===== src/rtl/instr_fetch_queue.sv =====
`default_nettype none
// ============================================================================
//  Module      : instr_fetch_queue
//  Description : Instruction fetch front end. Issues one instruction-memory
//                request at a time, buffers {pc, instruction} pairs in a
//                4-entry FIFO and presents them to decode via valid/ready.
//                A flush (taken branch/jump) empties the FIFO and discards
//                the response of any request still in flight.
//                Optional macro IFQ_PERF_EN adds the stall_cnt_o counter.
//  Revision    : 1.0 - initial release
// ============================================================================
module instr_fetch_queue (
    input  logic        clk_i,
    input  logic        rst_i,
    input  logic [31:0] pc_i,
    output logic        pc_Write_o,
    input  logic        flush_i,
    output logic        imem_req_o,
    output logic [31:0] imem_addr_o,
    input  logic        imem_ack_i,
    input  logic [31:0] imem_data_i,
    output logic        instr_valid_o,
    output logic [31:0] instr_o,
    output logic [31:0] instr_pc_o,
    input  logic        instr_ready_i,
    output logic [2:0]  count_o
`ifdef IFQ_PERF_EN
    ,
    output logic [31:0] stall_cnt_o
`endif
);

    localparam int unsigned DEPTH = 4;

    typedef enum logic [1:0] {
        S_IDLE = 2'd0,
        S_WAIT = 2'd1,
        S_DROP = 2'd2
    } state_e;

    state_e      state_q, state_d;
    logic [31:0] addr_q, addr_d;
    logic        req_q;

    logic [31:0] pc_mem_q    [DEPTH];
    logic [31:0] instr_mem_q [DEPTH];
    logic [1:0]  wr_ptr_q, wr_ptr_d;
    logic [1:0]  rd_ptr_q, rd_ptr_d;
    logic [2:0]  count_q, count_d;

    logic        push;
    logic        pop;

    // Fetch FSM: decides when to issue, and whether a returning word is kept
    always_comb begin
        state_d = state_q;
        addr_d  = addr_q;
        push    = 1'b0;
        case (state_q)
            S_IDLE: begin
                // Only issue when a slot is guaranteed free for the response
                if ((count_q < 3'(DEPTH)) && !flush_i) begin
                    state_d = S_WAIT;
                    addr_d  = pc_i;
                end
            end
            S_WAIT: begin
                if (flush_i) begin
                    state_d = imem_ack_i ? S_IDLE : S_DROP;
                end else if (imem_ack_i) begin
                    push    = 1'b1;
                    state_d = S_IDLE;
                end
            end
            S_DROP: begin
                // Stale request: wait out its response, then throw it away
                if (imem_ack_i) begin
                    state_d = S_IDLE;
                end
            end
            default: begin
                state_d = S_IDLE;
            end
        endcase
    end

    // FIFO pointer and occupancy update; flush wins over push and pop
    always_comb begin
        pop = (count_q != 3'd0) && instr_ready_i && !flush_i;
        if (flush_i) begin
            wr_ptr_d = 2'd0;
            rd_ptr_d = 2'd0;
            count_d  = 3'd0;
        end else begin
            wr_ptr_d = wr_ptr_q + 2'(push);
            rd_ptr_d = rd_ptr_q + 2'(pop);
            count_d  = count_q + 3'(push) - 3'(pop);
        end
    end

    // Control registers: FSM state, request address, request strobe, pointers
    always_ff @(posedge clk_i or posedge rst_i) begin
        if (rst_i) begin
            state_q  <= S_IDLE;
            addr_q   <= 32'd0;
            req_q    <= 1'b0;
            wr_ptr_q <= 2'd0;
            rd_ptr_q <= 2'd0;
            count_q  <= 3'd0;
        end else begin
            state_q  <= state_d;
            addr_q   <= addr_d;
            req_q    <= (state_d != S_IDLE);
            wr_ptr_q <= wr_ptr_d;
            rd_ptr_q <= rd_ptr_d;
            count_q  <= count_d;
        end
    end

    // FIFO storage: captures the response word together with its address
    always_ff @(posedge clk_i or posedge rst_i) begin
        if (rst_i) begin
            for (int i = 0; i < int'(DEPTH); i++) begin
                pc_mem_q[i]    <= 32'd0;
                instr_mem_q[i] <= 32'd0;
            end
        end else if (push) begin
            pc_mem_q[wr_ptr_q]    <= addr_q;
            instr_mem_q[wr_ptr_q] <= imem_data_i;
        end
    end

`ifdef IFQ_PERF_EN
    logic [31:0] stall_cnt_q;

    // Cycles where the PC is held while a fetch is outstanding
    always_ff @(posedge clk_i or posedge rst_i) begin
        if (rst_i) begin
            stall_cnt_q <= 32'd0;
        end else if (pc_Write_o && (state_q != S_IDLE)) begin
            stall_cnt_q <= stall_cnt_q + 32'd1;
        end
    end

    assign stall_cnt_o = stall_cnt_q;
`endif

    // PC advances on a kept response or on a flush (branch target load);
    // reset forces hold regardless of the flush input
    assign pc_Write_o    = rst_i | ~(flush_i | push);
    assign imem_req_o    = req_q;
    assign imem_addr_o   = addr_q;
    assign instr_valid_o = (count_q != 3'd0);
    assign instr_o       = instr_mem_q[rd_ptr_q];
    assign instr_pc_o    = pc_mem_q[rd_ptr_q];
    assign count_o       = count_q;

endmodule
`default_nettype wire


===== config.mk =====
export PLATFORM = sky130hd
export DESIGN_NAME = instr_fetch_queue
export DESIGN_NICKNAME = d
export VERILOG_FILES = /design/src/rtl/instr_fetch_queue.sv
export SDC_FILE = /design/constraint.sdc
export NUM_CORES = 1
export LEC_CHECK = 0
export BUFFER_PORTS_ARGS = -buffer_cell sky130_fd_sc_hd__buf_2
export CAP_MARGIN = 30
export CORE_MARGIN = 4
export CORE_UTILIZATION = 40
export CTS_CLUSTER_DIAMETER = 150
export DETAILED_ROUTE_END_ITERATION = 12
export GPL_ROUTABILITY_DRIVEN = 0
export PLACE_DENSITY = 0.62
export SLEW_MARGIN = 20
export SYNTH_ARGS = -nofsm -noshare
export SYNTH_HDL_FRONTEND = slang
export SYNTH_SLANG_ARGS = --single-unit
export TNS_END_PERCENT = 5

===== constraint.sdc =====
create_clock -name clk_i -period 25.2 [get_ports clk_i]
set_input_delay 5.04 -clock clk_i [delete_from_list [all_inputs] [get_ports clk_i]]
set_output_delay 5.04 -clock clk_i [all_outputs]
set_load 0.02 [all_outputs]

==> flow_summary.toml, run 1 <==
[grt]
overflow = 0
grt_antenna_before_repair = 0
grt_max_degree = 106
grt_pass1_wl_um = 44800
first_global_vias = 7870
track_usage_pct = 15.6

[logic_synthesis]
ys_warn_count = 0
syn-cell-area_um2 = 13200
synth_top_area_share_pct = 56.5
synthCells = 732
synth_nets = 806
yosysUniqueCellTypes = 28
synth-seq-cells = 298
synth_area_leaders = "dfrtp_1 (56%), mux2_4 (14%), mux4_2 (11%)"
avgSynthCellArea_um2 = 18.0
yosysTopAreaCell = "dfrtp_1"
yosysSeqAreaShare_pct = 56.5

[cts]
cts_tree = "yes"
clk_pin_slew_ns = 0.06
hold_buffers = 0
clk_latency_ns = 0.51
cts_max_level = 2
post-cts-setup-buffer-count = 0
cts.sinks = 298
clock_path_buffers = 3
cts-root-buf = "clkbuf_16"
cts_buffers = 35
post_cts.resized_instances = 0

[sta]
worst_pin_slew_ns = 0.960
finalCritPeriodShare_pct = 44.5
fin_skew_ns = 0.0169
relSlewSlack_pct = 36.0
rsz0062_at_grt = "no"
hold_violations = 0
final-setup-viol-count = 0
min_period_ns = 11.22
timing.setup.tns_ns = 0
maxSlewViolCount = 0
clock.fmax_mhz = 89.2

[placed_design]
hpwl_um = 16700
numPortBuffers = 170
dp_cells = 1311
place_area_um2 = 14400

[final_layout]
drive_gt1_share_pct = 57.2
num-fill-cells = 2883
layout.nets = 982
antenna_cells = 0
postLayoutCellArea_um2 = 15600
layoutNonFillerInstCount = 1377
syn2layout_area_growth_pct = 17.9

[drt]
post_drt_via_cell_ratio = 5.07
drt_wl_total_um = 27800
drt_iter0_drc = 226
wl_per_cell_um = 20.2
detail-route-antenna-nets = 0
drcViolationCount = 0
firstDrtPassIters = 4
via_count = 6981

[worst_setup_path]
crit_top_cell = "buf_2"
slowest_delay_ns = 0.39
r2r_setup_slack_ns = 22.41
crit_path_start_kind = "input pin"
cp_max_fo = 13
rr_endpoint = "instr_mem_q[28]$_DFFE_PP0P_"
arrival_ns = 6.18
crit_family = "buffers and inverters"
crit_chain = "buf_2, nor4bb_1, buf_4, o21ai_0, buf_2"
slowest_stage = "nor4bb_1"
r2r_cells = 5
cp.buffers_inverters = 3
crit_required_ns = 20.16
end_kind = "output port"
crit_type = "in2out"
timing.rr.start = "state_q[1]$_DFF_PP0_"

[floorplan]
ios = 171
die-height_um = 190
initial_utilization_pct = 40.6
die_w_um = 190
core-area_um2 = 32500
dieArea_um2 = 36000
std_cell_rows = 66

[min_path]
worstHoldStart = "pc_mem_q[15]$_DFFE_PP0P_"
holdCritPathClass = "reg2reg"
min_to = "pc_mem_q[15]$_DFFE_PP0P_"
min_path_cells = 1

[power_and_ir_drop]
p_seq_share_pct = 41.3
vdd_drop_max_uv = 65.5
p_int_mw = 1.14
clkPwrFrac_pct = 29.2
leakage_nw = 7.72
p_per_area_nw_per_um2 = 108
pwr-share-comb_pct = 29.6
switching_share_pct = 32.0
power_switching_uw = 537

[outcome]
outcome = "completed"

[job]
cap_violations = 0
==> layout make-up <==
class                   count  area, um2  area share [%]
clock buffers              51        986            6.33
clock inverters            13        129           0.828
inverters                   4       22.5           0.145
multi-input cells         384       5410            34.7
flip-flops and latches    298       7460            47.9
well taps                 442        553            3.55
repair buffers            185       1010            6.48
==> power groups by stage <==
stage | Combinational (mW) | Clock [mW] | Sequential [mW]
after floorplan | 0.334 | 0 | 0.695
after global placement | 0.497 | 0 | 0.697
after detailed placement | 0.504 | 0 | 0.700
after CTS | 0.505 | 0.505 | 0.694
after global routing | 0.531 | 0.526 | 0.712
final | 0.495 | 0.489 | 0.691
==> synth_stat cells (all sizes together) <==
library cell,instances
nor2b,4
mux4,64
nand2b,1
o21ai,1
and3b,1
nor4,1
and3,1
ha,4
or2,1
nand3b,3
or3,1
clkbuf,6
xnor2,3
xor2,1
a21oi,1
buf,40
nor2,5
nor4bb,1
a2111oi,1
inv,4
mux2,288
fa,1
dfrtp,298
nand2,1
==> state kept, by name, indices dropped and copies added, names as in the netlist <==
register	cells
count_o	3
instr_mem_q	128
imem_addr_o	32
state_q	2
imem_req_o	1
rd_ptr_q	2
pc_mem_q	128
wr_ptr_q	2
==> worst max-delay path by stage <==
stage | start | endpoint | slack [ns] | cells past startpoint
global route | rst_i | pc_Write_o | 13.80 | 4
global placement | rst_i | pc_Write_o | 13.97 | 4
CTS | rst_i | pc_Write_o | 13.94 | 4
finish | flush_i | pc_Write_o | 13.98 | 5
floorplan | rst_i | pc_Write_o | 6.86 | 2
detailed placement | rst_i | pc_Write_o | 13.94 | 4
==> routing by layer <==
layer  wire (um)  global-route usage [%]  up-vias  share of wire, %
li1            -                       -     3069                 -
met1       12100                    20.2     3756                43
met2       14000                    27.0      126                50
met3        1350                    3.50       30               4.8
met4         384                    3.45        0               1.4
met5           0                       0        -                 0
==> placed cells by master, fill, tap and decap left out, types with 4 or more instances in the layout <==
master / netlist / final
buf_2: 19 / 170
buf_4: 3 / 12
clkbuf_1: 6 / 11
clkbuf_16: 0 / 35
clkbuf_8: 0 / 5
clkinv_2: 0 / 7
dfrtp_1: 298 / 296
ha_1: 4 / 4
mux2_1: 62 / 62
mux2_2: 106 / 106
mux2_4: 120 / 120
mux4_2: 64 / 64
nor2_1: 5 / 5
nor2b_1: 4 / 4
==> stage by stage <==
stage / hold slack [ns] / total power [mW] / utilization (%) / worst slack [ns]
after global routing: 0.488 / 1.77 / 47.9 / 13.80
final: 0.478 / 1.68 / 47.9 / 13.98
after detailed placement: 0.469 / 1.20 / 44.3 / 13.94
after global placement: 0.462 / 1.19 / 44.2 / 13.97
after CTS: 0.482 / 1.70 / 47.7 / 13.94
after floorplan: 0.453 / 1.03 / - / 6.86
==> kinds of logic after synthesis <==
kind of cell,Yosys count,synth area share [%]
AO/OA/AOI/OAI,3,0.142
multiplexers,352,38.9
flip-flops,298,56.5
AND/OR/NAND/NOR,20,0.976
adder cells (fa/ha/maj),5,0.531
buffers and inverters,50,2.71
XOR/XNOR,4,0.265
Note: power is estimated with default switching activity, not from simulation.
==> run 2, diff against run 1 <==
Clock period 25.2 ns to 10.9 ns, I/O delays scaled along.
==> run 2 against run 1 <==
Effect of this change: combinational power rose by 130%; cell count fell by 0.65%; power rose by 130%; largest power group unchanged; register-to-register slack got worse by 14 ns; critical path type unchanged.
==> flow_summary.toml, run 2 (synthesized netlist as in run 1, its figures left out) <==
[worst_setup_path]
arrival_ns = 3.17
timing.rr.start = "state_q[1]$_DFF_PP0_"
crit_chain = "buf_2, nor4bb_1, buf_4, o21ai_0, buf_2"
end_kind = "output port"
crit_required_ns = 8.72
cp_max_fo = 13
crit_top_cell = "buf_2"
cp.buffers_inverters = 3
rr_endpoint = "pc_mem_q[25]$_DFFE_PP0P_"
r2r_setup_slack_ns = 8.22
crit_path_start_kind = "input pin"
slowest_stage = "nor4bb_1"
slowest_delay_ns = 0.30
r2r_cells = 5
crit_type = "in2out"
crit_family = "buffers and inverters"

[power_and_ir_drop]
power.total_mw = 3.81
p_per_area_nw_per_um2 = 246
p_seq_share_pct = 41.9
switching_share_pct = 32.0
pwr-share-comb_pct = 29.9
clkPwrFrac_pct = 28.2
power_switching_mw = 1.22
vdd_drop_max_uv = 139
leakage_nw = 7.68
p_int_mw = 2.59

[final_layout]
layout.nets = 983
drive_gt1_share_pct = 57.3
final_common_cell = "dfrtp_1"
syn2layout_area_growth_pct = 17.4
num-fill-cells = 2829
postLayoutCellArea_um2 = 15500
antenna_cells = 0
mostFrequentLayoutCells = "dfrtp_1 (296), buf_2 (170), mux2_4 (120)"
fin_util_pct = 47.6
seqCellArea_um2 = 7460
multiInputGateArea_um2 = 5410

[sta]
hold_violations = 0
worst_pin_slew_ns = 0.958
rsz0062_at_grt = "no"
maxSlewViolCount = 0
fin_skew_ns = 0.0184
timing.setup.tns_ns = 0
min_period_ns = 5.35
final-setup-viol-count = 0
clock.fmax_mhz = 187
finalCritPeriodShare_pct = 49.1
timing.final.ws_setup_ns = 5.55
relSlewSlack_pct = 36.1

[grt]
first_global_vias = 7610
track_usage_pct = 15.6
overflow = 0
grt_max_degree = 159
grt_pass1_wl_um = 44300
grt_antenna_before_repair = 2

[cts]
cts.sinks = 298
cts_max_level = 2
cts_tree = "yes"
cts-root-buf = "clkbuf_16"
clock_path_buffers = 3
cts_buffers = 36
post_cts.resized_instances = 0
post-cts-setup-buffer-count = 0
clk_latency_ns = 0.51
hold_buffers = 0
clk_pin_slew_ns = 0.05

[drt]
firstDrtPassIters = 4
drcViolationCount = 0
drt_wl_total_um = 27600
post_drt_via_cell_ratio = 5.07
via_count = 6932
drt_iter0_drc = 249
wl_per_cell_um = 20.1
detail-route-antenna-nets = 0

[placed_design]
place_area_um2 = 14400
numPortBuffers = 170
place_ws_ns = 5.53
hpwl_um = 16300

[floorplan]
ios = 171
dieArea_um2 = 36000
std_cell_rows = 66
die_w_um = 190
initial_utilization_pct = 40.6
core-area_um2 = 32500
die-height_um = 190

[min_path]
min_to = "pc_mem_q[4]$_DFFE_PP0P_"
holdCritPathClass = "reg2reg"
min_path_cells = 1
worstHoldStart = "pc_mem_q[4]$_DFFE_PP0P_"

[job]
cap_violations = 0

[outcome]
outcome = "completed"
-- run 2: worst reg2reg max path, stage by stage (launching register included) --
cell and delay [ns]:
dfrtp_1 0.44, nor4bb_1 0.32, buf_4 0.21, and3_4 0.72
buf_4 0.49, mux2_1 0.38
-- run 2: through the flow --
| step | std cells | hold WS, ns |
|---|---|---|
| global placement | 1311 | 0.462 |
| floorplan | 732 | 0.453 |
| finish | 1368 | 0.475 |
| detailed placement | 1311 | 0.470 |
| CTS | 1366 | 0.483 |
| global route | 1368 | 0.494 |
-- run 2: how the worst max path moves through the flow --
stage	cells past startpoint	to	slack, ns	from
global route	5	pc_Write_o	5.46	flush_i
floorplan	2	pc_Write_o	0.97	rst_i
finish	5	pc_Write_o	5.55	flush_i
detailed placement	5	pc_Write_o	5.53	flush_i
CTS	5	pc_Write_o	5.53	flush_i
global placement	5	pc_Write_o	5.54	flush_i
-- run 2: cell type report --
cell class / count / share of cell area, %
tap: 442 / 3.57
clock inverter: 8 / 0.299
sequential: 298 / 48.2
inverter: 4 / 0.121
multi-input combinational: 384 / 34.9
timing repair buffer: 185 / 6.51
clock buffer: 47 / 6.47
-- run 2: power by group through the flow --
stage / Combinational [mW] / Sequential (mW) / Clock [mW]
2_1_floorplan: 0.773 / 1.61 / 0
3_3_place_gp: 1.15 / 1.61 / 0
3_5_place_dp: 1.16 / 1.61 / 0
4_1_cts: 1.16 / 1.60 / 1.12
5_1_grt: 1.22 / 1.64 / 1.17
6_report: 1.14 / 1.60 / 1.08
-- run 2: routing by layer --
layer / GRT usage (%) / wire, um / vias to the layer above
met5: 0 / 32 / -
met2: 24.2 / 12900 / 133
met4: 3.84 / 495 / 4
met1: 22.1 / 12500 / 3690
li1: - / - / 3065
met3: 4.20 / 1600 / 40
==> run 3, diff against run 2 <==
Clock period 10.9 ns to 5.4 ns, I/O delays scaled along.
==> run 3 against run 2 <==
Effect of this change: setup slack worse by 3.8 ns; via count down 0.82%; global-route usage up 0.096 points; cell count up 0.29%; power up 100%; count of clock-buffer cells in the layout up 7; largest cell class unchanged; sequential share of layout area down 0.29 points; non-clock buffer count unchanged; combinational power up 110%; clock skew up 0.00059 ns; critical path type is now reg2out; highest routed layer unchanged.
==> flow_summary.toml, run 3 (synthesized netlist as in run 1, its figures left out) <==
[outcome]
outcome = "completed"

[power_and_ir_drop]
leakage_nw = 7.73
p_per_area_nw_per_um2 = 499
vdd_drop_max_uv = 265
power.total_mw = 7.77

[sta]
relSlewSlack_pct = 43.2
fin_skew_ns = 0.0190
clock.fmax_mhz = 276
finalCritPeriodShare_pct = 67.1
final-setup-viol-count = 0
hold_violations = 0
timing.final.ws_setup_ns = 1.78
worst_pin_slew_ns = 0.852
maxSlewViolCount = 0
min_period_ns = 3.62
rsz0062_at_grt = "no"

[min_path]
holdCritPathClass = "reg2reg"

[grt]
grt_antenna_before_repair = 2
grt_pass1_wl_um = 44700
grt_max_degree = 155
first_global_vias = 7511
overflow = 0
track_usage_pct = 15.7

[worst_setup_path]
slowest_stage = "dfrtp_4"
crit_type = "reg2out"
crit_family = "flip-flops"
slowest_delay_ns = 0.98
arrival_ns = 2.54
crit_required_ns = 4.32
cp_max_fo = 45
crit_chain = "buf_4, mux4_2, buf_2"
cp.buffers_inverters = 2
crit_path_start_kind = "register"
end_kind = "output port"
r2r_setup_slack_ns = 3.11

[drt]
drcViolationCount = 0
post_drt_via_cell_ratio = 5.01
via_count = 6875
drt_iter0_drc = 307
wl_per_cell_um = 20.3
firstDrtPassIters = 4
drt_wl_total_um = 27900
detail-route-antenna-nets = 0

[placed_design]
numPortBuffers = 170
hpwl_um = 16200
place_ws_ns = 1.92

[cts]
cts_buffers = 35
cts_tree = "yes"
hold_buffers = 0
clk_latency_ns = 0.50
clock_path_buffers = 3
post_cts.resized_instances = 0
cts.sinks = 298
cts-root-buf = "clkbuf_16"
cts_max_level = 2
post-cts-setup-buffer-count = 0
clk_pin_slew_ns = 0.05

[final_layout]
num-fill-cells = 2848
final_common_cell = "dfrtp_1"
seqCellArea_um2 = 7460
syn2layout_area_growth_pct = 18.1
antenna_cells = 0
mostFrequentLayoutCells = "dfrtp_1 (296), buf_2 (170), mux2_4 (120)"
drive_gt1_share_pct = 57.1
multiInputGateArea_um2 = 5410
layout.nets = 982

[floorplan]
dieArea_um2 = 36000
die-height_um = 190
initial_utilization_pct = 40.6
core-area_um2 = 32500
std_cell_rows = 66
ios = 171
die_w_um = 190

[job]
cap_violations = 0
==> run 3: changes by cell type in the layout (fill, tap and decap cells not counted) <==
| cell | previous run | this run |
|---|---|---|
| clkbuf_1 | 6 | 10 |
| clkinvlp_4 | 2 | 1 |
| buf_4 | 12 | 8 |
| clkinv_2 | 6 | 5 |
| clkbuf_8 | 4 | 7 |
| buf_12 | 2 | 5 |
| clkinv_4 | 1 | 0 |
| buf_16 | 1 | 2 |
==> run 3: path summary, 6_finish.rpt <==
kind	startpoint	endpoint	cells after the start
min in group asynchronous	rst_i	instr_mem_q[105]$_DFFE_PP0P_	2
worst min-delay path	pc_mem_q[18]$_DFFE_PP0P_	pc_mem_q[18]$_DFFE_PP0P_	1
max in group asynchronous	rst_i	imem_addr_o[24]$_DFFE_PP0P_	4
worst max-delay path	rd_ptr_q[1]$_DFF_PP0_	instr_o[31]	3
worst max register to register	state_q[1]$_DFF_PP0_	pc_mem_q[24]$_DFFE_PP0P_	5
worst min register to register	pc_mem_q[18]$_DFFE_PP0P_	pc_mem_q[18]$_DFFE_PP0P_	1
==> run 3: worst reg2reg max path, delay by kind of cell, from the launching register on <==
| kind | cells | cell delay, ns |
|---|---|---|
| and+or+nand+nor | 2 | 0.88 |
| buffers and inverters | 2 | 0.51 |
| DFF | 1 | 0.44 |
| muxes | 1 | 0.34 |
==> run 3: cell type report <==
class	instances	area share (%)
clock buffers	54	6.80
clock inverters	5	0.160
inverters	4	0.120
multi-input cells	384	34.7
flip-flops and latches	298	47.9
well taps	442	3.55
repair buffers	185	6.84
==> run 3: per-layer routing <==
metal	GRT usage [%]	vias up	share of wire [%]
li1	-	3070	-
met1	22.7	3623	47
met2	24.3	140	46
met3	3.54	38	5.3
met4	3.92	4	1.7
met5	0	-	0.075
==> run 3: metrics by stage <==
stage / hold slack [ns] / std cells / area [um2] / utilization (%) / TNS, ns
after floorplan: 0.453 / 732 / 13200 / - / -2.33
after detailed placement: 0.470 / 1310 / 14400 / 44.4 / 0
final: 0.480 / 1372 / 15600 / 47.9 / 0
after global placement: 0.462 / 1309 / 14400 / 44.3 / 0
after CTS: 0.484 / 1369 / 15500 / 47.7 / 0
after global routing: 0.493 / 1372 / 15600 / 47.9 / 0
==> run 3: power breakdown <==
group	internal (mW)	switching (mW)	total, mW	leakage [nW]
logic	1.18	1.16	2.34	3.27
clock network	1.34	0.880	2.22	0.538
registers	2.77	0.444	3.21	3.92
